[src/rtl/vip_pkg.sv]
// Shared definitions for the video edge-processing path.
//   pk_state_e : frame tracking state (WAIT_FRAME / IN_FRAME)
//   WORD_W     : width of a packed pixel word
//   CNT_W      : width of the pixel/line geometry counters
//   sat_inc()  : saturating increment for the geometry counters
package vip_pkg;

  localparam int WORD_W = 16;
  localparam int CNT_W  = 11;

  localparam logic [CNT_W-1:0] CNT_MAX = '1;

  typedef enum logic {
    WAIT_FRAME = 1'b0,
    IN_FRAME   = 1'b1
  } pk_state_e;

  // Counters stick at all-ones instead of wrapping, so an overlong line or
  // frame can never alias back onto a legal count.
  function automatic logic [CNT_W-1:0] sat_inc(input logic [CNT_W-1:0] v);
    return (v == CNT_MAX) ? v : v + 1'b1;
  endfunction

endpackage

[src/rtl/edge_detect_1b.sv]
// Registered rise/fall detector for a single-bit level signal.
// Ports:
//   clk, rst_n : clock, asynchronous active-low reset
//   din        : level input
//   rise       : din high now, low on the previous clock (combinational)
//   fall       : din low now, high on the previous clock (combinational)
module edge_detect_1b (
  input  logic clk,
  input  logic rst_n,
  input  logic din,
  output logic rise,
  output logic fall
);

  logic din_d;

  always_ff @(posedge clk or negedge rst_n) begin
    if (!rst_n) begin
      din_d <= 1'b0;
    end else begin
      din_d <= din;
    end
  end

  assign rise = din & ~din_d;
  assign fall = ~din & din_d;

endmodule

[src/rtl/edge_bit_packer.sv]
// Packs the 1-bit Sobel edge stream into 16-bit words (bit15 = earliest
// pixel), flushes a zero-padded partial word at each line end, and checks
// line and frame geometry.
// Ports:
//   clk, rst_n   : pixel clock, asynchronous active-low reset
//   in_vsync     : frame sync, rising edge starts a new frame
//   in_href      : line valid; falling edge ends a line
//   in_clken     : pixel qualifier; a pixel is taken when in_href & in_clken
//   in_bit       : edge pixel
//   wr_en        : one-cycle write strobe, no backpressure
//   wr_data      : packed word, valid while wr_en is high
//   frame_start  : one-cycle pulse after a vsync rise
//   frame_done   : one-cycle pulse when line V_ACTIVE has ended
//   word_cnt     : words written in the current frame (wraps)
//   line_err     : sticky, a line's pixel count != H_ACTIVE (cleared per frame)
//   frame_err    : sticky, a frame was cut short by vsync (cleared by reset)
//   state_dbg    : current frame state, 1 = IN_FRAME
//
// Handshake: wr_en/wr_data is a valid-only stream. The consumer must take
// the word on every clock where wr_en is high; there is no ready signal and
// the packer never stalls. At most one word per clock is produced.
module edge_bit_packer
  import vip_pkg::*;
#(
  parameter int H_ACTIVE = 640,
  parameter int V_ACTIVE = 480
) (
  input  logic        clk,
  input  logic        rst_n,
  input  logic        in_vsync,
  input  logic        in_href,
  input  logic        in_clken,
  input  logic        in_bit,
  output logic        wr_en,
  output logic [15:0] wr_data,
  output logic        frame_start,
  output logic        frame_done,
  output logic [15:0] word_cnt,
  output logic        line_err,
  output logic        frame_err,
  output logic        state_dbg
);

  localparam logic [CNT_W-1:0] H_ACT_C = CNT_W'(H_ACTIVE);
  localparam logic [CNT_W-1:0] V_ACT_C = CNT_W'(V_ACTIVE);

  pk_state_e state, state_next;

  logic [WORD_W-1:0] sreg, sreg_next;
  logic [3:0]        bit_cnt, bit_cnt_next;
  logic [CNT_W-1:0]  pix_cnt, pix_cnt_next;
  logic [CNT_W-1:0]  line_cnt, line_cnt_next;
  logic [CNT_W-1:0]  line_inc;

  logic              wr_en_next;
  logic [15:0]       wr_data_next;
  logic              frame_start_next;
  logic              frame_done_next;
  logic [15:0]       word_cnt_next;
  logic              line_err_next;
  logic              frame_err_next;

  logic vsync_rise, vsync_fall;
  logic href_rise, href_fall;
  logic accept;

  edge_detect_1b u_vsync_edge (
    .clk  (clk),
    .rst_n(rst_n),
    .din  (in_vsync),
    .rise (vsync_rise),
    .fall (vsync_fall)
  );

  edge_detect_1b u_href_edge (
    .clk  (clk),
    .rst_n(rst_n),
    .din  (in_href),
    .rise (href_rise),
    .fall (href_fall)
  );

  // vsync fall and href rise carry no meaning for packing.
  logic unused_edges;
  assign unused_edges = vsync_fall ^ href_rise;

  assign accept    = in_href & in_clken;
  assign line_inc  = sat_inc(line_cnt);
  assign state_dbg = state;

  always_ff @(posedge clk or negedge rst_n) begin
    if (!rst_n) begin
      state       <= WAIT_FRAME;
      sreg        <= '0;
      bit_cnt     <= '0;
      pix_cnt     <= '0;
      line_cnt    <= '0;
      wr_en       <= 1'b0;
      wr_data     <= '0;
      frame_start <= 1'b0;
      frame_done  <= 1'b0;
      word_cnt    <= '0;
      line_err    <= 1'b0;
      frame_err   <= 1'b0;
    end else begin
      state       <= state_next;
      sreg        <= sreg_next;
      bit_cnt     <= bit_cnt_next;
      pix_cnt     <= pix_cnt_next;
      line_cnt    <= line_cnt_next;
      wr_en       <= wr_en_next;
      wr_data     <= wr_data_next;
      frame_start <= frame_start_next;
      frame_done  <= frame_done_next;
      word_cnt    <= word_cnt_next;
      line_err    <= line_err_next;
      frame_err   <= frame_err_next;
    end
  end

  always_comb begin
    state_next       = state;
    sreg_next        = sreg;
    bit_cnt_next     = bit_cnt;
    pix_cnt_next     = pix_cnt;
    line_cnt_next    = line_cnt;
    wr_en_next       = 1'b0;
    wr_data_next     = wr_data;
    frame_start_next = 1'b0;
    frame_done_next  = 1'b0;
    word_cnt_next    = word_cnt;
    line_err_next    = line_err;
    frame_err_next   = frame_err;

    if (vsync_rise) begin
      // A new frame overrides anything in flight. Inside a frame this means
      // the previous frame was short and any pending bits are dropped.
      if (state == IN_FRAME && (line_cnt != V_ACT_C || bit_cnt != 4'd0)) begin
        frame_err_next = 1'b1;
      end
      state_next       = IN_FRAME;
      frame_start_next = 1'b1;
      word_cnt_next    = '0;
      line_cnt_next    = '0;
      line_err_next    = 1'b0;
      pix_cnt_next     = '0;
      bit_cnt_next     = '0;
      sreg_next        = '0;
    end else if (state == IN_FRAME) begin
      if (accept) begin
        sreg_next    = {sreg[14:0], in_bit};
        bit_cnt_next = bit_cnt + 4'd1;
        pix_cnt_next = sat_inc(pix_cnt);
        if (bit_cnt == 4'd15) begin
          wr_en_next    = 1'b1;
          wr_data_next  = {sreg[14:0], in_bit};
          word_cnt_next = word_cnt + 16'd1;
        end
      end else if (href_fall) begin
        // Left-justify the leftover bits so bit15 stays the earliest pixel.
        if (bit_cnt != 4'd0) begin
          wr_en_next    = 1'b1;
          wr_data_next  = sreg << (5'd16 - {1'b0, bit_cnt});
          word_cnt_next = word_cnt + 16'd1;
          bit_cnt_next  = '0;
        end
        if (pix_cnt != H_ACT_C) begin
          line_err_next = 1'b1;
        end
        pix_cnt_next  = '0;
        line_cnt_next = line_inc;
        if (line_inc == V_ACT_C) begin
          frame_done_next = 1'b1;
          state_next      = WAIT_FRAME;
        end
      end
    end
  end

endmodule

[config.mk]
export PLATFORM = sky130hd
export DESIGN_NAME = edge_bit_packer
export DESIGN_NICKNAME = d
export VERILOG_FILES = /design/src/rtl/vip_pkg.sv /design/src/rtl/edge_detect_1b.sv /design/src/rtl/edge_bit_packer.sv
export SDC_FILE = /design/constraint.sdc
export NUM_CORES = 1
export LEC_CHECK = 0
export BUFFER_PORTS_ARGS = -buffer_cell sky130_fd_sc_hd__buf_4
export CAP_MARGIN = 20
export CORE_ASPECT_RATIO = 1.5
export CORE_UTILIZATION = 30
export DETAILED_ROUTE_END_ITERATION = 8
export GPL_TIMING_DRIVEN = 0
export PLACE_DENSITY_LB_ADDON = 0.1
export SYNTH_ARGS = -nofsm -noshare
export SYNTH_HDL_FRONTEND = slang
export SYNTH_HIERARCHICAL = 1
export SYNTH_SLANG_ARGS = --single-unit
export TNS_END_PERCENT = 20
[constraint.sdc]
create_clock -name clk -period 5.46 [get_ports clk]
set_input_delay 0.546 -clock clk [delete_from_list [all_inputs] [get_ports clk]]
set_output_delay 0.546 -clock clk [all_outputs]
set_load 0.1 [all_outputs]
# Word level (Yosys, flattened, before mapping)

Index checks and enable logic that the tools add are counted.

Flip-flop bits (word level): 82
Input bits: 6
Output and inout port bits: 38
Logic and storage cells: 105

$add $sub $neg: 5
Eq/ne operators: 10
Shift operators: 1
Mux-type cells: 50
Bitwise gates (word level): 6
Reduce and logical (&&, ||, !) cells: 19

Operator list:

| operator              | count |
|---|---|
| $mux 16               | 13 |
| $mux 11               | 10 |
| $add 11x1->11 const B | 2 |
| $eq 11x11->1 const B  | 2 |
| $mux 1                | 22 |
| $mux 4                | 5 |
| $add 16x1->16 const B | 1 |
| $shl 16x5->16         | 1 |
| $reduce_bool 2->1     | 6 |
| $eq 11x9->1 const B   | 1 |
| $ne 11x10->1 const B  | 1 |
| $ne 11x9->1 const B   | 1 |
| $reduce_and 3->1      | 3 |
| $reduce_and 4->1      | 2 |
| $reduce_bool 3->1     | 2 |
| $reduce_and 5->1      | 1 |
| $sub 5x4->5 const A   | 1 |
| $add 4x1->4 const B   | 1 |
| $eq 4x4->1 const B    | 1 |
| $ne 2x1->1 const B    | 2 |
| $reduce_and 2->1      | 2 |
| $reduce_bool 4->1     | 1 |
| $and 1x1->1           | 3 |
| $ne 3x1->1 const B    | 1 |
| 4 further kinds       | 6 |

# Depth between registers and ports, before layout

Gate-level depths: netlist (run 1).

Depth after elaboration: 8
Depth in mapped cells: 11
Mapped depth without buffers: 7

# Cells and area by module

The synthesis (run 1) kept the hierarchy.

Modules (own cells, without submodules):

| module          | instances | cells each | area an instance (µm²) | sequential area each (µm²) |
|---|---|---|---|---|
| edge_bit_packer | 1         | 486        | 4763.3                 | 2001.9 |
| edge_detect_1b  | 2         | 3          | 40.0                   | 25.0 |

# Worst setup path before layout (run 1)

Ideal clock, no wire load.

Path type: register -> register
From: register bit_cnt[0]
To: register word_cnt[10]
Library setup time: 125 ps
Arrival time: 2266 ps
Required time: 5335 ps
Path slack: 3069 ps
Cell stages (with the launch flop): 11
Path buffers: 3
Period minus slack after synthesis: 2391 ps
Path through: dfrtp_1 -> buf_4 -> buf_4 -> inv_1 -> ha_1 -> buf_6 -> or3b_1 -> or3_4 -> nand3_4 -> nor3_2 -> mux2_4

Cells in the longest elaborated chain, start to end: 3
Elaborated cells between the ends (all ways): 5
Classes of those cells: eq/ne (2); reduce/logical (3)

RTL lines:

| what                                                      | line                                           | text |
|---|---|---|
| start: declaration                                        | edge_bit_packer.sv:50                          | `logic [3:0] bit_cnt, bit_cnt_next;` |
| start signal: assignment                                  | edge_bit_packer.sv:108                         | `bit_cnt <= bit_cnt_next;` |
| $eq 4x4->1 or $reduce_bool 4->1 (tied branches)           | edge_bit_packer.sv:154, edge_bit_packer.sv:161 |  |
| $ne 3x1->1 (no line) or $reduce_bool 3->1 (tied branches) | n/a                                            |  |
| $reduce_and 4->1 (no line) *                              | n/a                                            |  |
| end signal: assignment                                    | edge_bit_packer.sv:115                         | `word_cnt <= word_cnt_next;` |
| end: declaration                                          | edge_bit_packer.sv:38                          | `output logic [15:0] word_cnt,` |

Mark *: on every way between the ends. The rest lies on a longest branch, timed or not.
A chain may end at the register's enable or synchronous reset.

# Final worst setup path (run 1)

From: register bit_cnt[0]
To: register wr_data[13]

Cells in the longest elaborated chain, start to end: 5
Elaborated cells between the ends (all ways): 10
Classes of those cells: add/sub (1); eq/ne (2); shift (1); mux (3); reduce/logical (3)

RTL lines:

| what                   | line                   | text |
|---|---|---|
| $sub 5x4->5            | edge_bit_packer.sv:163 | `wr_data_next = sreg << (5'd16 - {1'b0, bit_cnt});` |
| $shl 16x5->16          | edge_bit_packer.sv:163 |  |
| $mux 16                | edge_bit_packer.sv:161 | `if (bit_cnt != 4'd0) begin` |
| $mux 16                | edge_bit_packer.sv:159 | `end else if (href_fall) begin` |
| $mux 16                | edge_bit_packer.sv:150 | `if (accept) begin` |
| end signal: assignment | edge_bit_packer.sv:112 | `wr_data <= wr_data_next;` |
| end: declaration       | edge_bit_packer.sv:35  | `output logic [15:0] wr_data,` |

Several ways; a longest one is shown, not always the timed one. The select of a mux whose other input is x is not followed.

==> reports/results.ini, run 1 <==
[worst_setup_path]
r2r_start = bit_cnt[0]
crit_buf_inv = 4
worst-r2r-cell-count = 9
crit_path_top_delay_cell = buf_1
start_kind = flop
rrSetupSlack_ps = 2590
cp-end-kind = flop
critPathTopFamily = buffers and inverters
cp.arrival_ps = 3100
crit_end = wr_data[13]
path_max_fanout = 10
slowest_delay_ps = 510
cp_cell_sequence = buf_4, buf_4, inv_1, ha_1, buf_1, o21ai_0, o21ai_0, o221ai_1, mux2_2
cp.depth = 9
reg2reg_to = wr_data[13]
setup.worst_path.class = flop to flop
worstPathRequired_ps = 5690
cp-startpoint = bit_cnt[0]

[pwr]
switching_share = 0.460
netSwitchingPower_mw = 1.24
p_leak_nw = 2.45
irDropWorstVdd_mv = 0.423
internal-power_mw = 1.46
p_comb_frac = 0.477
cellPowerDensity_mw_per_mm2 = 469
clock_power_share = 0.245
pwr-share-seq = 0.278

[drt]
num_vias = 4012
totalWireLength_mm = 13.4
drc = 0
post_drt_wl_per_cell_microns = 17.8
vias_per_cell = 5.33
drt_iter0_markers = 179
drtPass1Iterations = 4
ant_nets = 0

[floorplan]
dieArea_sq_mm = 0.0166
rows = 56
start_util = 0.308
die_w_microns = 106
die_y_microns = 157
core-area_sq_mm = 0.0157
ios = 44

[timing]
finalSetupTns_ps = 0
finalHoldViolCount = 0
max_freq_mhz = 348
holdWs_ps = 113
worstMarginPinSlew_ps = 811
skew_ps = 9.97
maxSlewHeadroom = 0.458
rsz0062_at_grt = no
layout_worst_path_cycle_share = 0.526
maxSlewViolCount = 0
period_minus_slack_ps = 2870
setup_viol = 0

[global_route]
grt.total_usage = 0.170
antenna_found_initial = 0
grt-ovfl-total = 0
grt_max_degree = 83
grt_pass1_wl_mm = 21.9
grt_pass1_vias = 3987

[clock_network]
cts_tree = done
clk_latency_ps = 340
cts_made_buffers = 9
cts_root_buffer = clkbuf_16
path_clk_slew_ps = 70
holdBufCountCts = 0
cts_resized = 0
cts_max_level = 3
cts.sinks = 82
cts_setup_buffers = 0
cts.path.max_buffers = 2

[yosys]
netlist_area_sq_mm = 0.00483
avgSynthCellArea_sq_um = 9.85
synthCells = 490
ys_warn_count = 6
synth_nets = 503

[cells_and_area]
num-fill-cells = 1618
diodes = 0
area_growth_pct = 19.1
drive_gt1_frac = 0.195
nets = 558

[place]
dp_hpwl_mm = 9.87
gp_congestion = 0.888
io_buffers = 43

[status]
status = finished clean

[min_path]
min-delay-path-class = input pin to asynchronous set/reset pin

[job]
max-cap-violations = 0

-- routing by layer --
| layer | global-route usage | routed length [microns] | share of wire | vias up |
|---|---|---|---|---|
| met5 | 0 | 0 | 0 | - |
| met3 | 0.0253 | 431 | 0.032 | 29 |
| li1 | - | - | - | 1918 |
| met2 | 0.307 | 7110 | 0.53 | 94 |
| met4 | 0.0840 | 405 | 0.030 | 0 |
| met1 | 0.195 | 5500 | 0.41 | 1971 |
-- area by class of cell --
cell class	instances	area, sq um	area share
clock inverter	6	90.1	0.0157
sequential	82	2050	0.357
multi-input combinational	372	2610	0.453
timing repair buffer	44	350	0.0609
inverter	11	41.3	0.00718
buffer	25	129	0.0224
clock buffer	10	229	0.0398
tap	203	254	0.0442
-- placed cells by master, fill, tap and decap left out, types with 4 or more instances in the layout --
master,n
mux4_2,6
mux2i_1,24
nor3_1,11
o21ai_0,20
buf_4,48
nand2b_1,6
a22o_1,16
clkbuf_16,9
nand4_1,7
buf_2,7
nor2_1,55
a21oi_1,20
and4_1,5
and3_1,8
xnor2_1,16
nand3_1,17
o221ai_1,4
clkbuf_1,11
dfrtp_1,82
mux2_4,4
a31oi_1,7
o31ai_1,4
and2_1,4
inv_1,11
ha_1,7
o22a_1,6
nand2_1,44
mux2_2,4
nor4_1,6
nor2b_1,6
-- power by group through the flow --
stage                     sequential [mW]  clock, mW  combinational [mW]
after floorplan                      1.24          0               0.514
after global placement              0.761          0                1.28
after detailed placement            0.764          0                1.28
after CTS                           0.752      0.679                1.29
after global routing                0.763      0.707                1.35
final                               0.750      0.660                1.29
-- worst reg2reg max path, cell delays in order (launching register included) --
cell      delay, ps
dfrtp_1         360
buf_4           150
buf_4           210
inv_1            90
ha_1            390
buf_1           510
o21ai_0         190
o21ai_0         210
o221ai_1        310
mux2_2          330
-- sequential cells by signal, indices dropped and copies added, names as in the netlist --
register and flops:
wr_data 16, state_dbg 1, u_vsync_edge/din_d 1, word_cnt 16, u_href_edge/din_d 1, line_cnt 11, sreg 16, frame_done 1
wr_en 1, bit_cnt 4, frame_err 1, line_err 1, frame_start 1, pix_cnt 11
-- how the worst min path moves through the flow --
stage          depth (start not counted)                  to  slack, ps
3_3_place_gp                           1          wr_data[3]        480
2_1_floorplan                          0          bit_cnt[0]        250
6_report                               1          wr_data[9]        110
3_5_place_dp                           1          wr_data[6]        490
5_1_grt                                1          wr_data[3]        130
4_1_cts                                1  u_vsync_edge/din_d        310
-- metrics by stage --
stage | utilization | cell area (sq um) | std cells | worst slack (ps) | total power, mW
after CTS | 0.365 | 5720 | 752 | 2600 | 2.72
after floorplan | - | 4830 | 490 | 3070 | 1.76
after detailed placement | 0.344 | 5410 | 736 | 2310 | 2.05
final | 0.366 | 5750 | 753 | 2590 | 2.70
after global routing | 0.366 | 5750 | 753 | 2440 | 2.82
after global placement | 0.344 | 5410 | 736 | 2330 | 2.04
Note: power is estimated with default switching activity, not from simulation.
==> inputs of run 2 (changes only) <==
==> constraint.sdc (replaced) <==
create_clock -name clk -period 2.75 [get_ports clk]
set_input_delay 0.275 -clock clk [delete_from_list [all_inputs] [get_ports clk]]
set_output_delay 0.275 -clock clk [all_outputs]
set_load 0.1 [all_outputs]
==> run 2 against run 1 <==
  * Clock-buffer cell count stayed put
  * Clock skew hardly changed
  * Worst hold slack worse by 57 ps
  * First-iteration DRC count is 10% higher
  * Global-route usage hardly changed
  * Fmax is 9.6% higher
  * Die area stayed put
  * Critical path depth stayed put
  * Critical endpoint is now wr_data[15]
==> reports/results.ini, run 2 (synthesis gave the netlist of run 1 again) <==
[cells_and_area]
final_common_cell = dfrtp_1
nets = 559
final_area_sq_mm = 0.00578
final_cell_mix = dfrtp_1, nor2_1, buf_4, nand2_1, mux2i_1
drive_gt1_frac = 0.203
top_regs = sreg: 16 flops, word_cnt: 16 flops, wr_data: 16 flops
area_growth_pct = 19.7
diodes = 0

[worst_setup_path]
slowest_delay_ps = 600
cp-end-kind = flop
start_kind = flop
cp_cell_sequence = buf_4, buf_4, inv_1, ha_1, buf_6, xnor2_4, mux4_2, o221ai_1, o22a_1
critical-path-top-cell-by-count = buf_4
crit_buf_inv = 4
crit_path_top_delay_cell = mux4_2
critPathTopFamily = buffers and inverters
cp.arrival_ps = 2890
path_max_fanout = 10
setup.worst_path.class = flop to flop
worstPathRequired_ps = 3020

[timing]
worstMarginPinSlew_ps = 656
max_freq_mhz = 382
maxSlewViolCount = 0
finalHoldViolCount = 0
setup_viol = 0
rsz0062_at_grt = yes
skew_ps = 9.95
maxSlewHeadroom = 0.563
period_minus_slack_ps = 2620
layout_worst_path_cycle_share = 0.953

[clock_network]
cts.path.max_buffers = 2
cts_max_level = 3
cts_made_buffers = 9
cts_tree = done
cts_root_buffer = clkbuf_16
clk_latency_ps = 340
cts_setup_buffers = 0
cts.sinks = 82
path_clk_slew_ps = 70

[pwr]
cellPowerDensity_mw_per_mm2 = 931
irDropWorstVdd_mv = 0.840
total_power_mw = 5.38
p_leak_nw = 2.46

[drt]
vias_per_cell = 5.34
drtPass1Iterations = 5
ant_nets = 0
drc = 0
totalWireLength_mm = 13.5
post_drt_wl_per_cell_microns = 17.9
drt_iter0_markers = 197
num_vias = 4026

[global_route]
grt_pass1_vias = 3992
grt_pass1_wl_mm = 21.9
grt-ovfl-total = 0
antenna_found_initial = 0
grt_max_degree = 83
grt.total_usage = 0.170

[place]
place_area_sq_mm = 0.00541
gp_congestion = 0.888
dp_hpwl_mm = 9.87
io_buffers = 43

[min_path]
min-delay-path-class = input pin to flop

[floorplan]
die_y_microns = 157
rows = 56
ios = 44
dieArea_sq_mm = 0.0166
core-area_sq_mm = 0.0157
die_w_microns = 106
start_util = 0.308

[status]
status = finished clean

[job]
max-cap-violations = 0

run 2: cell types whose count changed in the layout (fill, tap and decap cells not counted), sizes merged:
cell         delta
dlygate4sd3     +1
run 2: worst register-to-register path: stages (launching register included):
cell and delay, ps:
dfrtp_1 360, buf_4 150, buf_4 210, inv_1 90
ha_1 210, buf_6 150, xnor2_4 310, mux4_2 600
o221ai_1 290, o22a_1 190
run 2: stage by stage:
step	TNS [ps]	cells	utilization	setup slack, ps	hold WS (ps)
floorplan	0	490	-	359	-20.6
global placement	-1060	736	0.344	-110	393
detailed placement	-1140	736	0.344	-125	395
CTS	0	752	0.365	83.5	41.1
global route	-28.4	754	0.368	-26.5	38.0
finish	0	754	0.368	130	55.4
run 2: routing by layer:
| metal | share of wire | global-route usage | wire [microns] | vias to the layer above |
|---|---|---|---|---|
| met3 | 0.029 | 0.0253 | 389 | 29 |
| met4 | 0.031 | 0.0840 | 421 | 0 |
| met1 | 0.41 | 0.195 | 5570 | 1985 |
| met2 | 0.53 | 0.308 | 7140 | 92 |
| li1 | - | - | - | 1920 |
| met5 | 0 | 0 | 0 | - |
run 2: final cells by class:
type	instances	area (sq um)
plain buffers	25	133
clock buffers	10	229
clock inverters	6	90.1
fillers	1616	9910
inverters	11	41.3
multi-input cells	372	2620
flip-flops and latches	82	2050
well taps	203	254
repair buffers	45	360
run 2: report_power, final:
group,total [mW],internal [mW],switching [mW]
Combinational,2.58,0.737,1.84
Sequential,1.49,1.37,0.119
Clock,1.31,0.800,0.511
Total,5.38,2.91,2.47
run 2: timing repair:
action                                  CTS  global route
gates cloned                              0             0
resized for setup                         2             6
hold buffers                              0             1
endpoints found under the setup margin   11            15
endpoints found under the hold margin     0            23
run 2: worst paths after layout:
path	start	end	slack (ps)	cells after the start
min in group asynchronous	rst_n	wr_data[9]	380	2
setup reg to reg	bit_cnt[0]	wr_data[15]	130	9
max in group asynchronous	rst_n	word_cnt[3]	1750	3
hold reg to reg	wr_data[6]	wr_data[6]	500	1
hold / removal	in_vsync	u_vsync_edge/din_d	60	1
setup / recovery	bit_cnt[0]	wr_data[15]	130	9
==> inputs of run 3 (changes only) <==
--- a/config.mk
+++ b/config.mk
@@ -7,7 +7,6 @@
 export LEC_CHECK = 0
 export BUFFER_PORTS_ARGS = -buffer_cell sky130_fd_sc_hd__buf_4
 export CAP_MARGIN = 20
-export CORE_ASPECT_RATIO = 1.5
 export CORE_UTILIZATION = 30
 export DETAILED_ROUTE_END_ITERATION = 8
 export GPL_TIMING_DRIVEN = 0
==> run 3 against run 2 <==
  * Clock skew fell by 2.8 ps
  * Utilization is 0.21 points lower
  * Routed wire length decreased by 2.3%
  * Non-clock buffer count unchanged
  * First-iteration DRC count is 2.0% higher
  * Via count fell by 0.52%
  * Critical path depth is 1 higher
  * Clock power decreased by 4%
  * Register-to-register slack barely moved
  * Worst hold slack lost 8.0 ps
  * Sequential cell count unchanged
  * Sequential power about the same
  * Largest power group unchanged
==> reports/results.ini, run 3 (synthesis gave the netlist of run 1 again) <==
[drt]
wl_met3_microns = 572
vias_per_cell = 5.24
routed.top_layer = met4
totalWireLength_mm = 13.2
met2WireLength_mm = 5.58
drt_iter0_markers = 201
drtPass1Iterations = 4
num_vias = 4005
ant_nets = 0
post_drt_wl_per_cell_microns = 17.3
wirelength_met1_mm = 6.86
drc = 0

[cells_and_area]
area_growth_pct = 19.6
diodes = 0
top_regs = sreg: 16 flops, word_cnt: 16 flops, wr_data: 16 flops
drive_gt1_frac = 0.197
nets = 559
final_cell_mix = dfrtp_1, nor2_1, buf_4, nand2_1, mux2i_1
final_common_cell = dfrtp_1
postLayoutCoreUtil = 0.366

[clock_network]
cts.path.max_buffers = 2
clk_latency_ps = 350
cts_max_level = 3
cts_made_buffers = 9
cts.sinks = 82
path_clk_slew_ps = 60
cts_tree = done
cts_root_buffer = clkbuf_16

[timing]
maxSlewHeadroom = 0.518
layout_worst_path_cycle_share = 0.951
maxSlewViolCount = 0
finalHoldViolCount = 0
worstMarginPinSlew_ps = 721
rsz0062_at_grt = yes
skew_ps = 7.12
finalSetupTns_ps = 0
period_minus_slack_ps = 2610
setup_viol = 0
max_freq_mhz = 382

[worst_setup_path]
slowest_delay_ps = 420
cp-startpoint = bit_cnt[0]
path_max_fanout = 10
start_kind = flop
rrSetupSlack_ps = 140
critPathTopFamily = simple AND/OR/NAND/NOR gates
setup.worst_path.class = flop to flop
cp.depth = 10
critical-path-top-cell-by-count = buf_4
r2r_start = bit_cnt[0]
crit_path_top_delay_cell = or3b_1
cp_cell_sequence = buf_4, buf_4, inv_1, ha_1, buf_6, or3b_1, or3_4, nand3_4, nor3_2, mux2_4
worst-r2r-cell-count = 10
crit_buf_inv = 4
worstPathRequired_ps = 2980
cp-end-kind = flop
cp.arrival_ps = 2850

[pwr]
p_leak_nw = 2.45
irDropWorstVdd_mv = 0.754
cellPowerDensity_mw_per_mm2 = 924

[place]
io_buffers = 43
dp_hpwl_mm = 9.52
gp_congestion = 0.848

[floorplan]
start_util = 0.306
core-area_sq_mm = 0.0158
dieArea_sq_mm = 0.0166
die_w_microns = 129
die_y_microns = 129
ios = 44
rows = 46

[job]
max-cap-violations = 0

[global_route]
grt-ovfl-total = 0
grt_pass1_vias = 3906
grt_pass1_wl_mm = 21.8
antenna_found_initial = 0
grt.total_usage = 0.171
grt_max_degree = 83

[min_path]
holdPathStages = 1
hold_start = in_vsync
min-delay-path-class = input pin to flop

[status]
status = finished clean

run 3: cell count changes in the layout (fill, tap and decap cells not counted), sizes merged:
cell	before	now
clkbuf	20	19
clkinvlp	1	0
inv	12	11
run 3: per-layer routing:
metal / vias up / track usage
li1: 1914 / -
met1: 1983 / 0.256
met2: 91 / 0.245
met3: 17 / 0.0337
met4: 0 / 0.0540
met5: - / 0
run 3: worst paths after layout:
kind	endpoint
worst max-delay path	word_cnt[10]
worst min-delay path	u_vsync_edge/din_d
worst max register to register	word_cnt[10]
max in group asynchronous	wr_data[15]
worst min register to register	wr_data[6]
min in group asynchronous	u_vsync_edge/din_d
run 3: through the flow:
stage	total power, mW	setup WS, ps	area (sq um)	std cells	hold WS [ps]
2_1_floorplan	3.49	359	4830	490	-20.6
3_3_place_gp	4.07	-103	5420	749	393
3_5_place_dp	4.08	-110	5420	749	394
4_1_cts	5.36	76.5	5720	762	37.4
5_1_grt	5.61	-70.9	5780	764	37.5
6_report	5.34	135	5780	764	47.4
run 3: final cells by class:
cell class	count	area (sq um)
plain buffers	25	131
clock buffers	9	225
clock inverters	4	70.1
fillers	1652	9990
inverters	11	41.3
multi-input cells	372	2630
flip-flops and latches	82	2050
well taps	216	270
repair buffers	45	360
run 3: worst register-to-register path: cells and delay by family, from the launching register on:
family / cells / cell delay, ps
buf+inv: 4 / 620
simple gates: 4 / 1040
flops: 1 / 380
mux: 1 / 290
fa+ha+maj: 1 / 170
run 3: power breakdown:
group | leakage, nW | internal [mW] | switching [mW] | total, mW
sequential | 1.09 | 1.37 | 0.123 | 1.49
combinational | 1.22 | 0.735 | 1.86 | 2.59
clock | 0.147 | 0.777 | 0.478 | 1.26
total | 2.45 | 2.88 | 2.46 | 5.34
run 3: what timing repair did:
action,in CTS,in global routing
resized for setup,2,4
buffers inserted,0,0
endpoints found under the hold margin,0,13
hold buffers,0,1
setup endpoints to repair,11,14
